### config.mk
export PLATFORM = sky130hd
export DESIGN_NAME = btb_assoc_flat
export DESIGN_NICKNAME = d
export VERILOG_FILES = /design/src/rtl/btb_assoc_pkg.sv /design/src/rtl/btb_assoc_if.sv /design/src/rtl/btb_plru.sv /design/src/rtl/comparator.sv /design/src/rtl/btb_assoc.sv /design/src/flat_wrapper.sv
export SDC_FILE = /design/constraint.sdc
export NUM_CORES = 2
export LEC_CHECK = 0
export ABC_AREA = 1
export BUFFER_PORTS_ARGS = -buffer_cell sky130_fd_sc_hd__clkbuf_2
export CORE_UTILIZATION = 45
export DETAILED_ROUTE_END_ITERATION = 16
export SLEW_MARGIN = 20
export SYNTH_ARGS = -nofsm -noshare
export SYNTH_HDL_FRONTEND = slang
export SYNTH_SLANG_ARGS = --single-unit
### constraint.sdc
create_clock -name clk -period 4.9 [get_ports clk]
set_input_delay 0.98 -clock clk [delete_from_list [all_inputs] [get_ports clk]]
set_output_delay 0.98 -clock clk [all_outputs]
set_load 0.02 [all_outputs]
### src/rtl/btb_assoc_pkg.sv
// Shared types for the set-associative branch target buffer: counter type,
// flush FSM states and the saturating counter step.
package btb_assoc_pkg;

    localparam int unsigned PC_W = 16;

    typedef logic [1:0] lc3b_btb_ctr;
    localparam lc3b_btb_ctr BTB_CTR_INIT = 2'b10;

    typedef enum logic {
        BTB_IDLE,
        BTB_FLUSH
    } btb_state_t;

    // Two-bit saturating counter: up on taken, down on not taken.
    function automatic lc3b_btb_ctr ctr_step(input lc3b_btb_ctr ctr, input logic taken);
        lc3b_btb_ctr res;
        res = ctr;
        if (taken) begin
            if (ctr != 2'b11) res = ctr + 2'b01;
        end else begin
            if (ctr != 2'b00) res = ctr - 2'b01;
        end
        return res;
    endfunction

endpackage

### src/rtl/btb_assoc_if.sv
// Fetch-side lookup and execute-side update/flush bundle of the BTB.
interface btb_assoc_if;
    import btb_assoc_pkg::*;

    logic [PC_W-1:0] read_pc;
    logic            hit;
    logic [PC_W-1:0] predicted_pc;
    logic            predict_taken;
    logic            upd_valid;
    logic [PC_W-1:0] upd_pc;
    logic [PC_W-1:0] upd_target;
    logic            upd_taken;
    logic            flush;
    logic            busy;

    modport master (
        output read_pc, upd_valid, upd_pc, upd_target, upd_taken, flush,
        input  hit, predicted_pc, predict_taken, busy
    );

    modport slave (
        input  read_pc, upd_valid, upd_pc, upd_target, upd_taken, flush,
        output hit, predicted_pc, predict_taken, busy
    );

endinterface

### src/rtl/btb_plru.sv
// Tree pseudo-LRU: victim selection and touch update for one set.
// A tree bit of 0 steers the victim search to the lower half.
module btb_plru #(
    parameter int unsigned WAYS = 4
) (
    input  logic [WAYS-2:0]         tree_i,
    input  logic [$clog2(WAYS)-1:0] touch_way_i,
    output logic [WAYS-2:0]         tree_c_o,
    output logic [$clog2(WAYS)-1:0] victim_c_o
);

    localparam int unsigned WAY_W = $clog2(WAYS);

    logic [WAY_W-1:0] vic_node;
    logic [WAY_W-1:0] tch_node;
    logic             vic_dir;
    logic             tch_dir;

    // Follow the tree bits from the root down to a leaf.
    always_comb begin
        victim_c_o = '0;
        vic_node   = '0;
        vic_dir    = 1'b0;
        for (int l = 0; l < int'(WAY_W); l++) begin
            vic_dir                  = tree_i[vic_node];
            victim_c_o[WAY_W-1-l]    = vic_dir;
            vic_node                 = WAY_W'({vic_node, vic_dir} + 1);
        end
    end

    // Point every node on the touched way's path away from it.
    always_comb begin
        tree_c_o = tree_i;
        tch_node = '0;
        tch_dir  = 1'b0;
        for (int l = 0; l < int'(WAY_W); l++) begin
            tch_dir            = touch_way_i[WAY_W-1-l];
            tree_c_o[tch_node] = ~tch_dir;
            tch_node           = WAY_W'({tch_node, tch_dir} + 1);
        end
    end

endmodule

### src/rtl/comparator.sv
// Generic equality comparator used for tag match.
module comparator #(
    parameter int unsigned WIDTH = 8
) (
    input  logic [WIDTH-1:0] a_i,
    input  logic [WIDTH-1:0] b_i,
    output logic             eq_c_o
);

    assign eq_c_o = (a_i == b_i);

endmodule

### src/rtl/btb_assoc.sv
// N-way set-associative branch target buffer with 2-bit direction counters,
// tree PLRU replacement and a one-set-per-cycle flush sequencer.
module btb_assoc
    import btb_assoc_pkg::*;
#(
    parameter int unsigned WAYS = 4,
    parameter int unsigned SETS = 8
) (
    input  logic        clk,
    input  logic        rst_n,
    btb_assoc_if.slave  bus
);

    localparam int unsigned IDX_W = $clog2(SETS);
    localparam int unsigned TAG_W = 15 - IDX_W;
    localparam int unsigned WAY_W = $clog2(WAYS);
    localparam int unsigned NODES = WAYS - 1;

    logic [SETS-1:0]  valid_q  [WAYS];
    logic [TAG_W-1:0] tag_q    [WAYS][SETS];
    logic [PC_W-1:0]  target_q [WAYS][SETS];
    lc3b_btb_ctr      ctr_q    [WAYS][SETS];
    logic [NODES-1:0] plru_q   [SETS];

    btb_state_t       state_q, state_d;
    logic [IDX_W-1:0] set_cnt_q, set_cnt_d;

    logic [IDX_W-1:0] rd_idx, up_idx;
    logic [TAG_W-1:0] rd_tag, up_tag;
    logic [WAYS-1:0]  rd_tag_eq, up_tag_eq, rd_match, up_match;
    logic             rd_hit, up_hit, any_invalid, upd_en, idle;
    logic [WAY_W-1:0] rd_way, up_way, inv_way, plru_victim, alloc_way, touch_way;
    logic [NODES-1:0] plru_nxt;
    logic             unused_pc_lsb;

    assign rd_idx = bus.read_pc[IDX_W:1];
    assign rd_tag = bus.read_pc[15:IDX_W+1];
    assign up_idx = bus.upd_pc[IDX_W:1];
    assign up_tag = bus.upd_pc[15:IDX_W+1];
    assign unused_pc_lsb = bus.read_pc[0] ^ bus.upd_pc[0];

    for (genvar w = 0; w < int'(WAYS); w++) begin : g_way
        comparator #(.WIDTH(TAG_W)) u_rd_cmp (
            .a_i    (tag_q[w][rd_idx]),
            .b_i    (rd_tag),
            .eq_c_o (rd_tag_eq[w])
        );
        comparator #(.WIDTH(TAG_W)) u_up_cmp (
            .a_i    (tag_q[w][up_idx]),
            .b_i    (up_tag),
            .eq_c_o (up_tag_eq[w])
        );
        assign rd_match[w] = valid_q[w][rd_idx] & rd_tag_eq[w];
        assign up_match[w] = valid_q[w][up_idx] & up_tag_eq[w];
    end

    // Lowest matching / lowest invalid way wins.
    always_comb begin
        rd_hit      = 1'b0;
        rd_way      = '0;
        up_hit      = 1'b0;
        up_way      = '0;
        any_invalid = 1'b0;
        inv_way     = '0;
        for (int w = int'(WAYS) - 1; w >= 0; w--) begin
            if (rd_match[w]) begin
                rd_hit = 1'b1;
                rd_way = WAY_W'(w);
            end
            if (up_match[w]) begin
                up_hit = 1'b1;
                up_way = WAY_W'(w);
            end
            if (!valid_q[w][up_idx]) begin
                any_invalid = 1'b1;
                inv_way     = WAY_W'(w);
            end
        end
    end

    assign idle      = (state_q == BTB_IDLE);
    assign alloc_way = any_invalid ? inv_way : plru_victim;
    assign touch_way = up_hit ? up_way : alloc_way;
    assign upd_en    = bus.upd_valid & idle & ~bus.flush & (up_hit | bus.upd_taken);

    btb_plru #(.WAYS(WAYS)) u_plru (
        .tree_i      (plru_q[up_idx]),
        .touch_way_i (touch_way),
        .tree_c_o    (plru_nxt),
        .victim_c_o  (plru_victim)
    );

    assign bus.hit           = rd_hit & idle;
    assign bus.predicted_pc  = bus.hit ? target_q[rd_way][rd_idx] : '0;
    assign bus.predict_taken = bus.hit & ctr_q[rd_way][rd_idx][1];
    assign bus.busy          = (state_q == BTB_FLUSH);

    always_ff @(posedge clk or negedge rst_n) begin
        if (!rst_n) begin
            state_q   <= BTB_IDLE;
            set_cnt_q <= '0;
        end else begin
            state_q   <= state_d;
            set_cnt_q <= set_cnt_d;
        end
    end

    always_comb begin
        state_d   = state_q;
        set_cnt_d = set_cnt_q;
        case (state_q)
            BTB_IDLE: begin
                if (bus.flush) begin
                    state_d   = BTB_FLUSH;
                    set_cnt_d = '0;
                end
            end
            BTB_FLUSH: begin
                if (set_cnt_q == IDX_W'(SETS - 1)) state_d = BTB_IDLE;
                else                               set_cnt_d = set_cnt_q + 1'b1;
            end
            default: state_d = BTB_IDLE;
        endcase
    end

    // Valid, counter and PLRU state; cleared by reset, valid/PLRU also by flush.
    always_ff @(posedge clk or negedge rst_n) begin
        if (!rst_n) begin
            for (int w = 0; w < int'(WAYS); w++) begin
                valid_q[w] <= '0;
                for (int s = 0; s < int'(SETS); s++) ctr_q[w][s] <= '0;
            end
            for (int s = 0; s < int'(SETS); s++) plru_q[s] <= '0;
        end else if (state_q == BTB_FLUSH) begin
            for (int w = 0; w < int'(WAYS); w++) valid_q[w][set_cnt_q] <= 1'b0;
            plru_q[set_cnt_q] <= '0;
        end else if (upd_en) begin
            plru_q[up_idx] <= plru_nxt;
            if (up_hit) begin
                ctr_q[up_way][up_idx] <= ctr_step(ctr_q[up_way][up_idx], bus.upd_taken);
            end else begin
                valid_q[alloc_way][up_idx] <= 1'b1;
                ctr_q[alloc_way][up_idx]   <= BTB_CTR_INIT;
            end
        end
    end

    // Tag and target payload carry no reset; valid bits qualify them.
    always_ff @(posedge clk) begin
        if (upd_en && bus.upd_taken) begin
            if (up_hit) begin
                target_q[up_way][up_idx] <= bus.upd_target;
            end else begin
                tag_q[alloc_way][up_idx]    <= up_tag;
                target_q[alloc_way][up_idx] <= bus.upd_target;
            end
        end
    end

endmodule

### src/flat_wrapper.sv
// flat-port wrapper written by rule: the top's interface ports become plain ports
module btb_assoc_flat import btb_assoc_pkg::*;
#(
    parameter int unsigned WAYS = 4,
    parameter int unsigned SETS = 8
)
  (clk, rst_n, bus_read_pc, bus_upd_valid, bus_upd_pc, bus_upd_target, bus_upd_taken, bus_flush, bus_hit, bus_predicted_pc, bus_predict_taken, bus_busy);
  btb_assoc_if bus_i ();
  input  logic clk;
  input  logic rst_n;
  input wire logic [$bits(bus_i.read_pc)-1:0] bus_read_pc;
  input wire logic [$bits(bus_i.upd_valid)-1:0] bus_upd_valid;
  input wire logic [$bits(bus_i.upd_pc)-1:0] bus_upd_pc;
  input wire logic [$bits(bus_i.upd_target)-1:0] bus_upd_target;
  input wire logic [$bits(bus_i.upd_taken)-1:0] bus_upd_taken;
  input wire logic [$bits(bus_i.flush)-1:0] bus_flush;
  output wire logic [$bits(bus_i.hit)-1:0] bus_hit;
  output wire logic [$bits(bus_i.predicted_pc)-1:0] bus_predicted_pc;
  output wire logic [$bits(bus_i.predict_taken)-1:0] bus_predict_taken;
  output wire logic [$bits(bus_i.busy)-1:0] bus_busy;
  assign bus_i.read_pc = bus_read_pc;
  assign bus_i.upd_valid = bus_upd_valid;
  assign bus_i.upd_pc = bus_upd_pc;
  assign bus_i.upd_target = bus_upd_target;
  assign bus_i.upd_taken = bus_upd_taken;
  assign bus_i.flush = bus_flush;
  assign bus_hit = bus_i.hit;
  assign bus_predicted_pc = bus_i.predicted_pc;
  assign bus_predict_taken = bus_i.predict_taken;
  assign bus_busy = bus_i.busy;
  btb_assoc #(.WAYS(WAYS), .SETS(SETS)) u_core (.clk(clk), .rst_n(rst_n), .bus(bus_i));
endmodule
==> results.md <==
- Gp weighted congestion: around 1
- Vias in the first global route: a little over 40000
- ANT nets after route: 0
- Finished Layout Cells: roughly 7500
- HPWL Detailed: roughly 110 mm
- Reg2reg setup slack: 1.07 ns
- Starting Density: 0.4550
- Post-route clock skew: around 0.05 ns
- # Max-Cap Violations: 0
- First-pass GRT wire length: ~260 mm
- Synth Register Bits: 1020
- Site Rows: 122
- Initial drt markers: approximately 5300
- Layout cells sized above 1: 0.1813
- Port Buf Inserts: 69
- Routed WL: between 150 and 200 mm
- Commonest cells after routing, fill and taps aside: nand2_1, edfxtp_1, nand3_1
- HP Class: input pin to asynchronous set/reset pin
- Worst Reg-to-Reg Cells: 16
- Worst Path Arrival: ~4.3 ns
- DR DRC count: 0
- WHS: slightly below 0.3 ns
- CTS tree: yes
- Final Hold Vio Count: 0
- Clk slew on worst S/H paths: around 0.06 ns
- Dpl cells: a little over 7000
- Via count: about 44000
- Critical Path Start: bus_read_pc[1]
- Leading cell type in the layout, fill and taps excluded: nand2_1
- CTS buffer count: 108
- Startpoint Class: input pin
- Core area: between 100000 and 150000 sq um
- # clock sinks: slightly above 1000
- Worst Tran Pin Value: around 0.84 ns
- Max_slew headroom: 0.4372
- RSZ-0062 raised after global routing: yes
- Area grow syn2layout: 26.32%
- Pin count of the biggest net entering global routing: 76
- Slew Viols, Final: 0
- Syn avg cell area: between 9 and 10 sq um
- CP max FO: 8
- Reg2Reg Launch Point: u_core.valid_q[18]
- Nets: 5996
- Max Root-Sink Buffers: 3
- Failing checks: negative setup slack
- Lkg Pwr: ~0.025 uW
- Crit path to: bus_predicted_pc[11]
- Worst Path Required: between 3 and 4 ns
- Post-synth top area cell: edfxtp_1
- Register area share after synthesis: 0.5951
- Power per cell area: ~320 nW/um^2
- Die height: 336.8 um
- Area contributors post-synth: edfxtp_1, nand3_1, nand2_1
- Clk root buf: clkbuf_16
- WS Path Type: input pin to output port
- Post-synthesis instance area: between 50000 and 60000 sq um
- Asr flop ratio synth: 0.1216
- H-tree Lvls: 3
- Gr usage total: 0.3132
- Hold_buf cts: 0
- Top-area cell type share of the netlist area: 0.5335
- Initial antenna violation count: 1
- TNS Setup: -5.490 ns
- Final setup viols: 17
- TritonRoute pass-1 iters: 5
- Synth Flop Type: edfxtp_1
- Die X: 336.8 um
- Worst IR Drop VDD: between 0.0004 and 0.0005 V
- DIE AREA: 113400 sq um
- Final Critical Period: approximately 5.3 ns
- Clk_lat worst skew: roughly 0.73 ns
- Outcome: finished, violations left
- Cell count after synthesis: 5560
- Post-synth net total: around 5600
- Yosys synthesis warning count: 0
- Achievable Freq: about 0.19 GHz
- Setup ws final: -0.3591 ns
- DR WL/cell: ~24 um
- Reg2reg end: u_core.target_q[0][46]
- Yosys cell types: between 50 and 60
- Final period utilization: 1.073
- Crit end category: output port
- I/O Pins: around 70
- Vias per inst: between 5 and 6
- Grt ovf: 0
- EDFF count, synth: about 900
## critical path, cell delays in order
cell and delay, ns:
clkbuf_16 0.22, clkinv_16 0.13, buf_12 0.16, buf_12 0.12, a21oi_1 0.19, o21ai_2 0.08, nand2_1 0.06, nand2_1 0.06
nand2_2 0.09, o22ai_1 0.08, nor2_1 0.13, nand3_1 0.09, nor3_2 0.16, buf_4 0.20, inv_4 0.05, nand2_8 0.08
buf_12 0.12, nand2_8 0.12, buf_12 0.18, buf_4 0.14, nand3_1 0.07, nand3_1 0.09, nand3_2 0.10, nand3_2 0.14
a21oi_2 0.22, clkbuf_8 0.18
## routing by layer
layer	part of all wire	track usage	wire length, um	up-vias
li1	-	-	-	19941
met1	0.40	0.4141	71050	21130
met2	0.47	0.5090	83640	2190
met3	0.085	0.04314	15240	451
met4	0.051	0.1498	9141	0
met5	0	0	0	-
## layout make-up
cell class                      count  area [sq um]
Tap cell                         1488          1862
Timing Repair Buffer              621          7880
Sequential cell                  1020         30010
Clock inverter                     59         508.0
Fill cell                        9407         47120
Multi-Input combinational cell   3697         18620
Clock buffer                      138          2897
Antenna cell                        1         2.502
Timing Repair inverter              2         40.04
Inverter                          491          1881
## metrics by stage
stage / setup slack (ns) / utilization / total power [uW] / area [sq um]
finish: -0.3591 / 0.5748 / 20500 / 63700
CTS: -0.2818 / 0.5661 / 20470 / 62740
global route: -0.4637 / 0.5748 / 21160 / 63700
floorplan: 0.03939 / - / 11380 / 50430
detailed placement: -0.7156 / 0.5060 / 12450 / 56080
global placement: -0.6546 / 0.5060 / 12400 / 56080
## worst min path at each step
| stage | to | slack (ns) |
|---|---|---|
| floorplan | u_core.plru_q[9] | 0.45 |
| global placement | u_core.ctr_q[14] | 0.47 |
| detailed placement | u_core.ctr_q[10] | 0.47 |
| CTS | u_core.ctr_q[51] | 0.29 |
| global route | u_core.ctr_q[51] | 0.33 |
| finish | u_core.ctr_q[51] | 0.30 |
## sequential cells by signal, indices dropped and copies added, names as in the netlist
signal,flops
u_core.target_q,512
u_core.bus.busy,1
u_core.set_cnt_q,3
u_core.tag_q,384
u_core.valid_q,32
u_core.ctr_q,64
u_core.plru_q,24
## logic make-up after synthesis
group,synth area share
and+or+nand+nor,0.2414
DFF,0.5951
AOI/OAI and AO/OA,0.09116
buffers and inverters,0.06823
xor gates and xnor gates,0.003647
adders and majority gates,0.0004961
## synth_stat cells (all sizes together) (2+ instances only)
| library cell | instances |
|---|---|
| and2 | 9 |
| o211ai | 34 |
| nand3 | 1036 |
| clkinv | 9 |
| o21a | 5 |
| o21ai | 470 |
| nor3 | 17 |
| nand3b | 2 |
| a21oi | 311 |
| nor2 | 328 |
| buf | 177 |
| xor2 | 21 |
| nand4 | 68 |
| nand2 | 1320 |
| a221oi | 3 |
| o22ai | 32 |
| a22oi | 4 |
| or2 | 10 |
| edfxtp | 896 |
| clkbuf | 176 |
| a31oi | 5 |
| nor4 | 8 |
| dfrtp | 124 |
| inv | 482 |
| o221ai | 2 |
| ha | 2 |
## what timing repair did
action / in CTS / in global routing
pin swaps: 94 / 98
gates cloned: 48 / 10
gates resized for setup: 379 / 176
setup endpoints to repair: 17 / 17
setup buffers: 41 / 18
## where the power goes
| part | leakage [uW] | internal (uW) | switching (uW) |
|---|---|---|---|
| Combinational | 0.0142 | 875 | 1700 |
| Clock | 0.00167 | 4440 | 3540 |
| Sequential | 0.00956 | 9680 | 262 |
No activity file was read; power rests on OpenSTA's default activity.
